File: src/rtl/rotate_arbiter_if.sv
// Handshake bundle between the two rotate requesters, the shared rotator and
// its downstream consumer. The arbiter uses the slave view; the request
// sources plus the consumer together form the master view.
interface rotate_arbiter_if;
    logic       a_valid;
    logic [7:0] a_data;
    logic [2:0] a_amt;
    logic       a_left;
    logic       a_ready;

    logic       b_valid;
    logic [7:0] b_data;
    logic [2:0] b_amt;
    logic       b_left;
    logic       b_ready;

    logic       out_valid;
    logic       out_ready;
    logic [7:0] out_data;
    logic       out_id;
    logic       last_gnt;

    modport master (
        output a_valid, a_data, a_amt, a_left,
        input  a_ready,
        output b_valid, b_data, b_amt, b_left,
        input  b_ready,
        input  out_valid, out_data, out_id, last_gnt,
        output out_ready
    );

    modport slave (
        input  a_valid, a_data, a_amt, a_left,
        output a_ready,
        input  b_valid, b_data, b_amt, b_left,
        output b_ready,
        output out_valid, out_data, out_id, last_gnt,
        input  out_ready
    );
endinterface

File: src/rtl/rotate_arbiter.sv
// Two-requester round-robin front end for a single 8-bit rotate-right datapath.
// One request is granted per cycle, rotated, and captured with its source ID
// in a registered output stage that has its own valid/ready handshake.

module barrel_shifter (
    input  logic [7:0] data,
    input  logic [2:0] amt,
    output logic [7:0] res
);
    logic [15:0] doubled;

    // Rotate right: shifting two copies of the byte drops wrapped bits into the low half
    always_comb begin
        doubled = {data, data} >> amt;
        res     = doubled[7:0];
    end
endmodule

module rotate_arbiter (
    input  logic         clk,
    input  logic         rst_n,
    rotate_arbiter_if.slave bus
);
    logic       can_accept;
    logic       grant_a;
    logic       grant_b;
    logic       take;
    logic [7:0] sel_data;
    logic [2:0] sel_amt;
    logic       sel_left;
    logic [2:0] eff;
    logic [7:0] rot_res;

    // Grant and mux the winning request; a tie goes to whoever was not served last
    always_comb begin
        can_accept = !bus.out_valid || bus.out_ready;
        grant_a    = bus.a_valid && (!bus.b_valid || bus.last_gnt);
        grant_b    = bus.b_valid && (!bus.a_valid || !bus.last_gnt);
        take       = can_accept && (grant_a || grant_b);
        sel_data   = grant_b ? bus.b_data : bus.a_data;
        sel_amt    = grant_b ? bus.b_amt  : bus.a_amt;
        sel_left   = grant_b ? bus.b_left : bus.a_left;
        // A left rotate by n is a right rotate by the 3-bit negation of n
        eff        = sel_left ? (3'd0 - sel_amt) : sel_amt;
    end

    assign bus.a_ready = can_accept && grant_a;
    assign bus.b_ready = can_accept && grant_b;

    barrel_shifter u_shifter (
        .data (sel_data),
        .amt  (eff),
        .res  (rot_res)
    );

    // Output register: reload on any grant (even while draining), clear when drained idle, hold on stall
    always_ff @(posedge clk or negedge rst_n) begin
        if (!rst_n) begin
            bus.out_valid <= 1'b0;
            bus.out_data  <= 8'h00;
            bus.out_id    <= 1'b0;
            bus.last_gnt  <= 1'b1;
        end else if (take) begin
            bus.out_valid <= 1'b1;
            bus.out_data  <= rot_res;
            bus.out_id    <= grant_b;
            bus.last_gnt  <= grant_b;
        end else if (bus.out_ready) begin
            bus.out_valid <= 1'b0;
        end
    end
endmodule
File: src/flat_wrapper.sv
// flat-port wrapper written by rule: the top's interface ports become plain ports
module rotate_arbiter_flat 
  (clk, rst_n, bus_a_valid, bus_a_data, bus_a_amt, bus_a_left, bus_a_ready, bus_b_valid, bus_b_data, bus_b_amt, bus_b_left, bus_b_ready, bus_out_valid, bus_out_data, bus_out_id, bus_last_gnt, bus_out_ready);
  rotate_arbiter_if bus_i ();
  input  logic clk;
  input  logic rst_n;
  input wire logic [$bits(bus_i.a_valid)-1:0] bus_a_valid;
  input wire logic [$bits(bus_i.a_data)-1:0] bus_a_data;
  input wire logic [$bits(bus_i.a_amt)-1:0] bus_a_amt;
  input wire logic [$bits(bus_i.a_left)-1:0] bus_a_left;
  output wire logic [$bits(bus_i.a_ready)-1:0] bus_a_ready;
  input wire logic [$bits(bus_i.b_valid)-1:0] bus_b_valid;
  input wire logic [$bits(bus_i.b_data)-1:0] bus_b_data;
  input wire logic [$bits(bus_i.b_amt)-1:0] bus_b_amt;
  input wire logic [$bits(bus_i.b_left)-1:0] bus_b_left;
  output wire logic [$bits(bus_i.b_ready)-1:0] bus_b_ready;
  output wire logic [$bits(bus_i.out_valid)-1:0] bus_out_valid;
  output wire logic [$bits(bus_i.out_data)-1:0] bus_out_data;
  output wire logic [$bits(bus_i.out_id)-1:0] bus_out_id;
  output wire logic [$bits(bus_i.last_gnt)-1:0] bus_last_gnt;
  input wire logic [$bits(bus_i.out_ready)-1:0] bus_out_ready;
  assign bus_i.a_valid = bus_a_valid;
  assign bus_i.a_data = bus_a_data;
  assign bus_i.a_amt = bus_a_amt;
  assign bus_i.a_left = bus_a_left;
  assign bus_a_ready = bus_i.a_ready;
  assign bus_i.b_valid = bus_b_valid;
  assign bus_i.b_data = bus_b_data;
  assign bus_i.b_amt = bus_b_amt;
  assign bus_i.b_left = bus_b_left;
  assign bus_b_ready = bus_i.b_ready;
  assign bus_out_valid = bus_i.out_valid;
  assign bus_out_data = bus_i.out_data;
  assign bus_out_id = bus_i.out_id;
  assign bus_last_gnt = bus_i.last_gnt;
  assign bus_i.out_ready = bus_out_ready;
  rotate_arbiter u_core (.clk(clk), .rst_n(rst_n), .bus(bus_i));
endmodule
File: config.mk
export PLATFORM = sky130hd
export DESIGN_NAME = rotate_arbiter_flat
export DESIGN_NICKNAME = d
export VERILOG_FILES = /design/src/rtl/rotate_arbiter_if.sv /design/src/rtl/rotate_arbiter.sv /design/src/flat_wrapper.sv
export SDC_FILE = /design/constraint.sdc
export NUM_CORES = 1
export LEC_CHECK = 0
export BUFFER_PORTS_ARGS = -buffer_cell sky130_fd_sc_hd__buf_2
export CAP_MARGIN = 20
export CELL_PAD_IN_SITES_DETAIL_PLACEMENT = 0
export CELL_PAD_IN_SITES_GLOBAL_PLACEMENT = 1
export CORE_MARGIN = 2
export CORE_UTILIZATION = 32
export DETAILED_ROUTE_END_ITERATION = 8
export GPL_TIMING_DRIVEN = 0
export PLACE_DENSITY = 0.83
export REMOVE_ABC_BUFFERS = 1
export SYNTH_ARGS = -nofsm -noshare
export SYNTH_HDL_FRONTEND = slang
export SYNTH_SLANG_ARGS = --single-unit
File: constraint.sdc
create_clock -name clk -period 1.86 [get_ports clk]
set_clock_uncertainty 0.2 [all_clocks]
set_input_delay 0.372 -clock clk [delete_from_list [all_inputs] [get_ports clk]]
set_output_delay 0.372 -clock clk [all_outputs]
set_load 0.01 [all_outputs]
==> results.py <==
metrics = {
    "final_layout": {
        "syn2layout_area_growth_pct": 43.4,
        "n_antenna_cell": 0,
        "final-instance-count-excl-fill": 212,
        "drive_gt1_share_pct": 51.2,
        "ff_latch_area_um2": 277,
        "fin_area_mm2": 0.00158,
        "final_nets": 196,
        "fillCellCount": 342,
        "multiInputGateArea_um2": 923,
        "final_util_pct": 47.7,
    },
    "sta": {
        "whs_ns": 0.229,
        "timing.final.crit_share_pct": 100,
        "tightest_slew_ns": 0.472,
        "max_freq_mhz": 536,
        "slew_violations": 0,
        "relSlewSlack_pct": 68.2,
        "setup_viol": 1,
        "rsz0062_at_grt": "yes",
        "fin_setup_tns_ns": -0.00667,
        "period_needed_ns": 1.87,
        "hold_viol_final": 0,
        "finalWorstSetupSlack_ns": -0.00667,
    },
    "routing": {
        "dr.first_iter.drc_count": 43,
        "wl_um": 3300,
        "vias": 1184,
        "first_pass_iters": 4,
        "drc": 0,
        "routed_via_density": 5.58,
        "final_antenna_net_count": 0,
        "avgRoutedWirePerCell_um": 15.6,
    },
    "clocking": {
        "cts_buffers": 3,
        "cts_max_level": 1,
        "tritoncts": "done",
        "clk_latency_ns": 0.26,
        "cts_buffer_depth": 2,
        "cts.sinks": 11,
        "cts.clk_slew.worst_paths_ns": 0.06,
        "root_buffer": "clkbuf_4",
    },
    "run_status": {
        "violations": "negative setup slack",
        "status": "complete, but fails checks",
    },
    "logic_synthesis": {
        "ys_seq_area_share_pct": 25.1,
        "syn_area_mm2": 0.00110,
        "ys_ff_latch": 11,
        "syn_avg_cell_area_um2": 9.19,
        "yosysWarningCount": 0,
        "syn_inst": 120,
        "synth.distinct_cells": 32,
    },
    "worst_setup_path": {
        "reg2reg_depth": 5,
        "critPathMaxStageDelay_ns": 0.64,
        "startpoint_type": "register",
        "arrival_ns": 1.29,
        "end_kind": "output pin",
        "crit_fanout": 6,
        "crit_chain": "a21boi_4 -> and2_4 -> buf_6",
        "worst_ep_required_time_ns": 1.29,
        "slowest_stage": "dfstp_2",
        "path_class": "register to output pin",
    },
    "placed_design": {
        "post_dp_cell_area_mm2": 0.00130,
        "hpwl_um": 2260,
        "place_ws_ns": -0.543,
        "routabilityCongestion": 0.843,
        "numPortBuffers": 41,
        "post-place-cells": 198,
    },
    "worst_hold_path": {
        "hold_path_class": "input pin to register",
        "hold_depth": 2,
    },
    "power": {
        "vdd_drop_max_mv": 0.415,
        "p_leak_nw": 0.668,
        "total_power_mw": 1.07,
        "power_density_mw_per_mm2": 680,
    },
    "floorplanning": {
        "die_y_um": 62.7,
        "row_count": 21,
        "pin_count": 42,
        "design.die.area_mm2": 0.00393,
        "start_util_pct": 33.3,
        "die_w_um": 62.7,
        "core_area_mm2": 0.00331,
    },
    "global_route": {
        "grt_max_degree": 17,
        "first_global_vias": 1008,
        "grt_first_pass_wirelength_um": 4530,
        "track_usage_pct": 14.0,
        "grt.overflow.total": 0,
        "antenna_found_initial": 0,
    },
    "run": {
        "maxCapViolations": 0,
    },
}
cell usage after synthesis, drive strengths merged:
cell type  count  share of area [%]
mux2i         16                 15
dfrtp         10                 23
inv            2               0.68
o22ai          1               0.57
nand2b         2                1.1
o21ai          4                1.8
o21bai         1               0.68
nand2         12                4.3
a21oi          2               0.91
clkbuf         3                1.5
a21boi         3                4.4
and3b          2                1.6
buf            6                4.7
xnor2          1               0.79
nor2           2                2.8
a31oi          1               0.57
and2           2                1.1
nor4          24                 18
dfstp          1                2.4
nor3          16                7.7
o221ai         8                6.4
or2            1               0.57
report_power, final:
part	internal (mW)	total, mW	switching, mW	leakage [nW]
Clock	0.0830	0.158	0.0750	0.0150
Combinational	0.252	0.564	0.312	0.520
Sequential	0.308	0.352	0.0449	0.133
final timing paths:
check	startpoint	slack (ns)	end
min in group asynchronous	rst_n	0.30	u_core.bus.out_data[0]
setup reg to reg	u_core.bus.last_gnt	0	u_core.bus.out_data[0]
setup / recovery	u_core.bus.last_gnt	-0.007	bus_b_ready
hold reg to reg	u_core.bus.out_data[0]	0.29	u_core.bus.out_data[0]
max in group asynchronous	rst_n	0.89	u_core.bus.last_gnt
hold / removal	bus_a_valid	0.23	u_core.bus.last_gnt
cell families after synthesis:
logic type      synth area share, %
simple gates                   37.5
compound gates                 15.3
mux                            14.5
flops                          25.1
buf+inv                        6.81
xor+xnor                      0.795
cell usage in the layout (no fill, tap or decap), types with 2 or more instances in the layout:
master and n:
o221ai_1 8, inv_1 2, nand2_4 2, a21boi_4 3, clkbuf_4 4, nor4_1 9, nor4_4 6, buf_2 39
o21ai_0 2, nor4_2 9, nor3_2 2, nand2_1 10, mux2i_1 16, nor3_1 14, buf_4 6, dfrtp_1 10
layout make-up:
class / instances / share of cell area [%]
multi-input combinational: 100 / 58.4
timing repair buffer: 49 / 18.3
inverter: 2 / 0.475
clock buffer: 4 / 1.66
tap: 46 / 3.64
sequential: 11 / 17.5
sequential cells by signal (all words and copies together), names as in the netlist:
| name | count |
|---|---|
| u_core.bus.out_data | 8 |
| u_core.bus.out_valid | 1 |
| u_core.bus.last_gnt | 1 |
| u_core.bus.out_id | 1 |
per-layer routing:
layer / global-route usage, % / vias to the layer above / share of wire, % / wire (um)
met3: 3.60 / 0 / 7.0 / 232
met4: 0.278 / 0 / 0 / 0
met5: 0 / - / 0 / 0
met2: 24.1 / 53 / 49 / 1600
li1: - / 576 / - / -
met1: 18.8 / 555 / 44 / 1460
timing repair:
| action | 4_1_cts | 5_1_grt |
|---|---|---|
| hold buffers | 1 | 0 |
| gates resized for setup | 5 | 27 |
| endpoints found under the setup margin | 9 | 10 |
| hold endpoints to repair | 10 | 0 |
| pin swaps | 4 | 14 |
| cloned | 0 | 2 |
| setup buffers | 3 | 4 |
critical path, delay by kind of cell (launching register included):
kind / cells / cell delay (ns)
and+or+nand+nor: 1 / 0.18
AOI/OAI and AO/OA: 1 / 0.11
buffers and inverters: 1 / 0.11
DFF: 1 / 0.64
No activity file was read; power rests on OpenSTA's default activity.
